===== src/rtl/cpu4_pkg.sv =====
// cpu4_pkg: shared widths, opcodes, instruction field positions and FSM states for the 4-bit CPU core.
// The optional overflow helper is compiled only when ALU_ISSUE_OVF_FLAG_EN is defined.
package cpu4_pkg;
  localparam int DATA_W    = 4;
  localparam int NREGS     = 4;
  localparam int REG_IDX_W = $clog2(NREGS);
  localparam int INSTR_W   = 8;

  localparam logic [1:0] OP_ADD  = 2'b00;
  localparam logic [1:0] OP_NAND = 2'b01;
  localparam logic [1:0] OP_LDI  = 2'b10;
  localparam logic [1:0] OP_CMP  = 2'b11;

  localparam int OP_LSB  = 6;
  localparam int RD_LSB  = 4;
  localparam int RA_LSB  = 2;
  localparam int RB_LSB  = 0;
  localparam int IMM_LSB = 0;

  typedef enum logic [1:0] {
    S_IDLE = 2'd0,
    S_EXEC = 2'd1,
    S_WB   = 2'd2
  } state_t;

`ifdef ALU_ISSUE_OVF_FLAG_EN
  // Signed overflow of a two's-complement add: like-signed operands, differently-signed result.
  function automatic logic add_ovf(input logic [DATA_W-1:0] a, input logic [DATA_W-1:0] b,
                                   input logic [DATA_W-1:0] res);
    return (a[DATA_W-1] == b[DATA_W-1]) && (res[DATA_W-1] != a[DATA_W-1]);
  endfunction
`endif
endpackage


===== src/rtl/cpu4_regfile.sv =====
// cpu4_regfile: NREGS x DATA_W register file, two combinational operand reads, one debug read, one synchronous write.
module cpu4_regfile
  import cpu4_pkg::*;
(
  input  logic                 clk,
  input  logic                 rst_n,
  input  logic                 i_we,
  input  logic [REG_IDX_W-1:0] i_waddr,
  input  logic [DATA_W-1:0]    i_wdata,
  input  logic [REG_IDX_W-1:0] i_raddr_a,
  input  logic [REG_IDX_W-1:0] i_raddr_b,
  input  logic [REG_IDX_W-1:0] i_dbg_idx,
  output logic [DATA_W-1:0]    o_rdata_a,
  output logic [DATA_W-1:0]    o_rdata_b,
  output logic [DATA_W-1:0]    o_dbg_data
);
  logic [NREGS-1:0][DATA_W-1:0] r_regs;

  // Storage: cleared asynchronously, written on the clock edge when enabled.
  always_ff @(posedge clk or negedge rst_n) begin
    if (!rst_n) r_regs <= '0;
    else if (i_we) r_regs[i_waddr] <= i_wdata;
  end

  assign o_rdata_a  = r_regs[i_raddr_a];
  assign o_rdata_b  = r_regs[i_raddr_b];
  assign o_dbg_data = r_regs[i_dbg_idx];
endmodule


===== src/rtl/alu_issue_ctrl.sv =====
// alu_issue_ctrl: IDLE/EXEC/WB sequencer that issues operands to an external 4-bit ALU and writes results back.
// Optional ovf_flag output is enabled by defining ALU_ISSUE_OVF_FLAG_EN.
module alu_issue_ctrl
  import cpu4_pkg::*;
(
  input  logic                 clk,
  input  logic                 rst_n,
  input  logic                 instr_valid,
  output logic                 instr_ready,
  input  logic [INSTR_W-1:0]   instr,
  output logic [DATA_W-1:0]    alu_a,
  output logic [DATA_W-1:0]    alu_b,
  output logic                 alu_sel,
  input  logic [DATA_W-1:0]    alu_res,
  input  logic                 alu_eq,
  output logic                 eq_flag,
  output logic                 done,
  input  logic [REG_IDX_W-1:0] dbg_idx,
  output logic [DATA_W-1:0]    dbg_data
`ifdef ALU_ISSUE_OVF_FLAG_EN
  ,
  output logic                 ovf_flag
`endif
);
  state_t               r_state, w_next;
  logic [INSTR_W-1:0]   r_instr;
  logic                 w_accept, w_wb, w_we;
  logic [1:0]           w_op, w_in_op;
  logic [DATA_W-1:0]    w_rd_a, w_rd_b, w_wdata;

  assign w_op    = r_instr[OP_LSB +: 2];
  assign w_in_op = instr[OP_LSB +: 2];
  assign w_we    = w_wb && (w_op != OP_CMP);
  assign w_wdata = (w_op == OP_LDI) ? r_instr[IMM_LSB +: DATA_W] : alu_res;

  cpu4_regfile u_regfile (
    .clk        (clk),
    .rst_n      (rst_n),
    .i_we       (w_we),
    .i_waddr    (r_instr[RD_LSB +: REG_IDX_W]),
    .i_wdata    (w_wdata),
    .i_raddr_a  (instr[RA_LSB +: REG_IDX_W]),
    .i_raddr_b  (instr[RB_LSB +: REG_IDX_W]),
    .i_dbg_idx  (dbg_idx),
    .o_rdata_a  (w_rd_a),
    .o_rdata_b  (w_rd_b),
    .o_dbg_data (dbg_data)
  );

  // State register.
  always_ff @(posedge clk or negedge rst_n) begin
    if (!rst_n) r_state <= S_IDLE;
    else r_state <= w_next;
  end

  // Next state plus handshake/writeback strobes.
  always_comb begin
    w_next      = r_state;
    instr_ready = 1'b0;
    w_accept    = 1'b0;
    w_wb        = 1'b0;
    case (r_state)
      S_IDLE: begin
        instr_ready = 1'b1;
        w_accept    = instr_valid;
        w_next      = instr_valid ? S_EXEC : S_IDLE;
      end
      S_EXEC: w_next = S_WB;
      S_WB: begin
        w_wb   = 1'b1;
        w_next = S_IDLE;
      end
      default: w_next = S_IDLE;
    endcase
  end

  // Latch the instruction and register the ALU operands on entry to EXEC; capture flags leaving WB.
  always_ff @(posedge clk or negedge rst_n) begin
    if (!rst_n) begin
      r_instr <= '0;
      alu_a   <= '0;
      alu_b   <= '0;
      alu_sel <= 1'b0;
      eq_flag <= 1'b0;
      done    <= 1'b0;
    end else begin
      done <= w_wb;
      if (w_accept) begin
        r_instr <= instr;
        alu_a   <= w_rd_a;
        alu_b   <= w_rd_b;
        alu_sel <= (w_in_op == OP_NAND);
      end
      if (w_wb && (w_op inside {OP_ADD, OP_NAND, OP_CMP})) eq_flag <= alu_eq;
    end
  end

`ifdef ALU_ISSUE_OVF_FLAG_EN
  // Overflow flag: set from the add result for ADD/CMP, cleared by NAND, held by LDI.
  always_ff @(posedge clk or negedge rst_n) begin
    if (!rst_n) ovf_flag <= 1'b0;
    else if (w_wb && (w_op == OP_ADD || w_op == OP_CMP)) ovf_flag <= add_ovf(alu_a, alu_b, alu_res);
    else if (w_wb && w_op == OP_NAND) ovf_flag <= 1'b0;
  end
`endif
endmodule


===== config.mk =====
export PLATFORM = sky130hd
export DESIGN_NAME = alu_issue_ctrl
export DESIGN_NICKNAME = d
export VERILOG_FILES = /design/src/rtl/cpu4_pkg.sv /design/src/rtl/cpu4_regfile.sv /design/src/rtl/alu_issue_ctrl.sv
export SDC_FILE = /design/constraint.sdc
export NUM_CORES = 1
export LEC_CHECK = 0
export BUFFER_PORTS_ARGS = -buffer_cell sky130_fd_sc_hd__buf_2
export CELL_PAD_IN_SITES_DETAIL_PLACEMENT = 2
export CELL_PAD_IN_SITES_GLOBAL_PLACEMENT = 2
export CORE_UTILIZATION = 33
export DETAILED_ROUTE_END_ITERATION = 8
export PLACE_DENSITY = 0.78
export REMOVE_ABC_BUFFERS = 1
export SYNTH_ARGS = -nofsm -noshare
export SYNTH_HDL_FRONTEND = slang
export SYNTH_SLANG_ARGS = --single-unit

===== constraint.sdc =====
create_clock -name clk -period 1.3 [get_ports clk]
set_input_delay 0.13 -clock clk [delete_from_list [all_inputs] [get_ports clk]]
set_output_delay 0.13 -clock clk [all_outputs]
set_load 0.01 [all_outputs]

==> run summary <==
GRT Resource Usage Total: 22.9%
multi-input logic area: 1020 um^2
initial antenna violation count: 0
full die area: 5780 um^2
IO Pins: 34
crit path max fanout: 5
class of the worst hold path: input pin to register
Clock Path Buffers: 2
Yosys cell types: 21
Buf+Inv Stages, Crit Path: 0
Setup violations, final: 36
fin util: 51.5%
element type at the critical path start: register
peak supply drop: 0.892 mV
DIE HEIGHT: 76.0 um
Yosys reg bits: 37
Final min period: 1.51 ns
failing checks: setup timing
Post-DP Area: 2070 um^2
crit-path cells: nor2b_4 -> mux2_4 -> mux2_2
final WL: 7360 um
htree depth: 2
syn_area_per_cell: 13.0 um^2
Worst-path clk slew: 0.07 ns
HPWL after detailed placement: 3680 um
slowest stage cell, crit path: dfrtp_1
Iter 0 DRT Violations: 64
Layout Cell Area excl Fill: 2680 um^2
Setup WS post-layout: -0.207 ns
CP Data Required Time: 1.47 ns
Via density: 5.21
actual slew at the worst max-slew pin: 0.478 ns
CP top delay family: multiplexers
Clock Tree Root: clkbuf_8
crit share post-route: 116%
gpl congestion: 0.758
FP Rows: 26
PortBufs: 33
GRT Residual Overflow: 0
unrepaired setup endpoints after global routing: yes
Critical Path Start: r_instr[7]
fillcell total: 519
Synth Cell Area: 1810 um^2
vias in the first global route: 1624
hold slack final: 0.0548 ns
worst setup path class: register to register
Die W: 76.0 um
synthesis-to-finish area growth: 48.3%
critical path endpoint category: register
power density over cell area: 2110 nW/um^2
Hold Startpoint: instr[5]
status: complete, but fails checks
wire length per cell: 26.3 um
Fin. Hold Viols: 0
Critical Path Max Stage Delay: 0.41 ns
clk_lat worst skew: 0.30 ns
Fin Clk Skew: 0.0163 ns
CTS sink cnt: 37
Nets: 227
DRC viols: 0
share of layout cells above drive strength 1: 70.5%
pre-CTS WS: -0.144 ns
RR Startpoint: r_instr[7]
Slew Viols, Final: 0
Initial Util: 34.7%
core area: 5200 um^2
P_leak: 1.35 nW
via count: 1458
Post-Place Cells: 241
sequential area share after synthesis: 51.2%
largest net degree at the start of global routing: 21
FF/Latch Area: 927 um^2
Final Total Pwr: 5.66 mW
Max-slew headroom: 68.1%
Max-Cap Viols: 0
Max Fclk: 664 MHz
critical path data arrival time: 1.68 ns
first-pass GRT wire length: 9650 um
Syn. warnings: 0
drt first pass iters: 4
CTS tree: yes
total negative slack: -4.28 ns
fin cells: 280
Post-Synthesis Cells: 139
Final ANT Viol Nets: 0
Num CTS Buffers: 5
n_diodes: 0
## area by class of cell
| cell class | instances | share of cell area, % |
|---|---|---|
| repair buffers | 66 | 19.1 |
| well taps | 70 | 3.27 |
| clock buffers | 8 | 2.99 |
| multi-input cells | 96 | 38.1 |
| inverters | 1 | 0.747 |
| repair inverters | 2 | 1.21 |
| flip-flops and latches | 37 | 34.6 |
## worst paths after layout
| path | end | slack, ns | depth (start not counted) |
|---|---|---|---|
| min in group asynchronous | r_instr[5] | 0.36 | 2 |
| worst min register to register | alu_a[2] | 0.47 | 2 |
| worst max register to register | u_regfile.r_regs[1] | -0.21 | 3 |
| max in group asynchronous | u_regfile.r_regs[13] | 0.45 | 3 |
| worst min-delay path | r_instr[5] | 0.05 | 3 |
| worst max-delay path | u_regfile.r_regs[1] | -0.21 | 3 |
## state kept, by name, indices dropped and copies added, names as in the netlist
signal	cells
u_regfile.r_regs	16
r_instr	8
alu_a	4
alu_b	4
r_state	2
alu_sel	1
done	1
eq_flag	1
## routing by layer
layer  vias to the layer above  GRT usage [%]  part of all wire, %  routed length [um]
met3                        17           5.03                  3.0                 224
met5                         -              0                    0                   0
li1                        624              -                    -                   -
met1                       766           28.2                   42                3070
met2                        51           39.9                   53                3900
met4                         0           7.50                  2.3                 170
## layout by cell type (no fill, tap or decap), types with 2 or more instances in the layout
cell	n
dfrtp_1	36
buf_2	29
buf_4	25
nand2_2	23
nand2_1	18
mux2_4	15
mux4_2	12
nand2_4	9
buf_6	7
mux2_2	6
clkbuf_8	5
clkbuf_1	3
nor2_1	2
nor2b_4	2
nand4b_4	2
clkbuf_16	2
clkinv_8	2
buf_12	2
## what timing repair did
item | 4_1_cts | 5_1_grt
gates resized for setup | 16 | 57
hold endpoints to repair | 17 | 0
endpoints found under the setup margin | 37 | 38
setup buffers | 18 | 9
gates cloned | 0 | 4
pin swaps | 0 | 19
hold buffers | 1 | 0
## kinds of logic after synthesis
| logic type | Yosys count | synth area share [%] |
|---|---|---|
| simple gates | 62 | 16.2 |
| flops | 37 | 51.2 |
| mux | 33 | 28.9 |
| buf+inv | 6 | 3.46 |
| compound gates | 1 | 0.277 |
## power breakdown
group	total, mW	internal (mW)	switching, mW
Clock	0.818	0.382	0.436
Combinational	2.83	1.55	1.28
Sequential	2.01	1.62	0.387
## worst reg2reg max path, stage by stage, from the launching register on
cell and delay [ns]:
dfrtp_1 0.41, nor2b_4 0.33, mux2_4 0.36, mux2_2 0.29
## Yosys cell counts
cell / instances / share of area, %
mux2_2: 13 / 8.1
clkbuf_1: 1 / 0.21
mux2_4: 4 / 3.3
mux2_1: 4 / 2.5
buf_8: 1 / 0.83
nand4b_2: 2 / 1.7
nor2_1: 2 / 0.42
or3b_1: 1 / 0.48
nand2b_1: 1 / 0.35
nand3_1: 1 / 0.28
clkinv_8: 1 / 0.90
dfrtp_1: 37 / 51
nand2_1: 50 / 10
nor2b_4: 1 / 0.76
and2b_4: 1 / 0.55
mux4_2: 12 / 15
buf_6: 2 / 1.2
nor2b_1: 2 / 0.69
and4_4: 1 / 0.62
o21ai_1: 1 / 0.28
buf_2: 1 / 0.28
(Power assumes the default switching activity.)
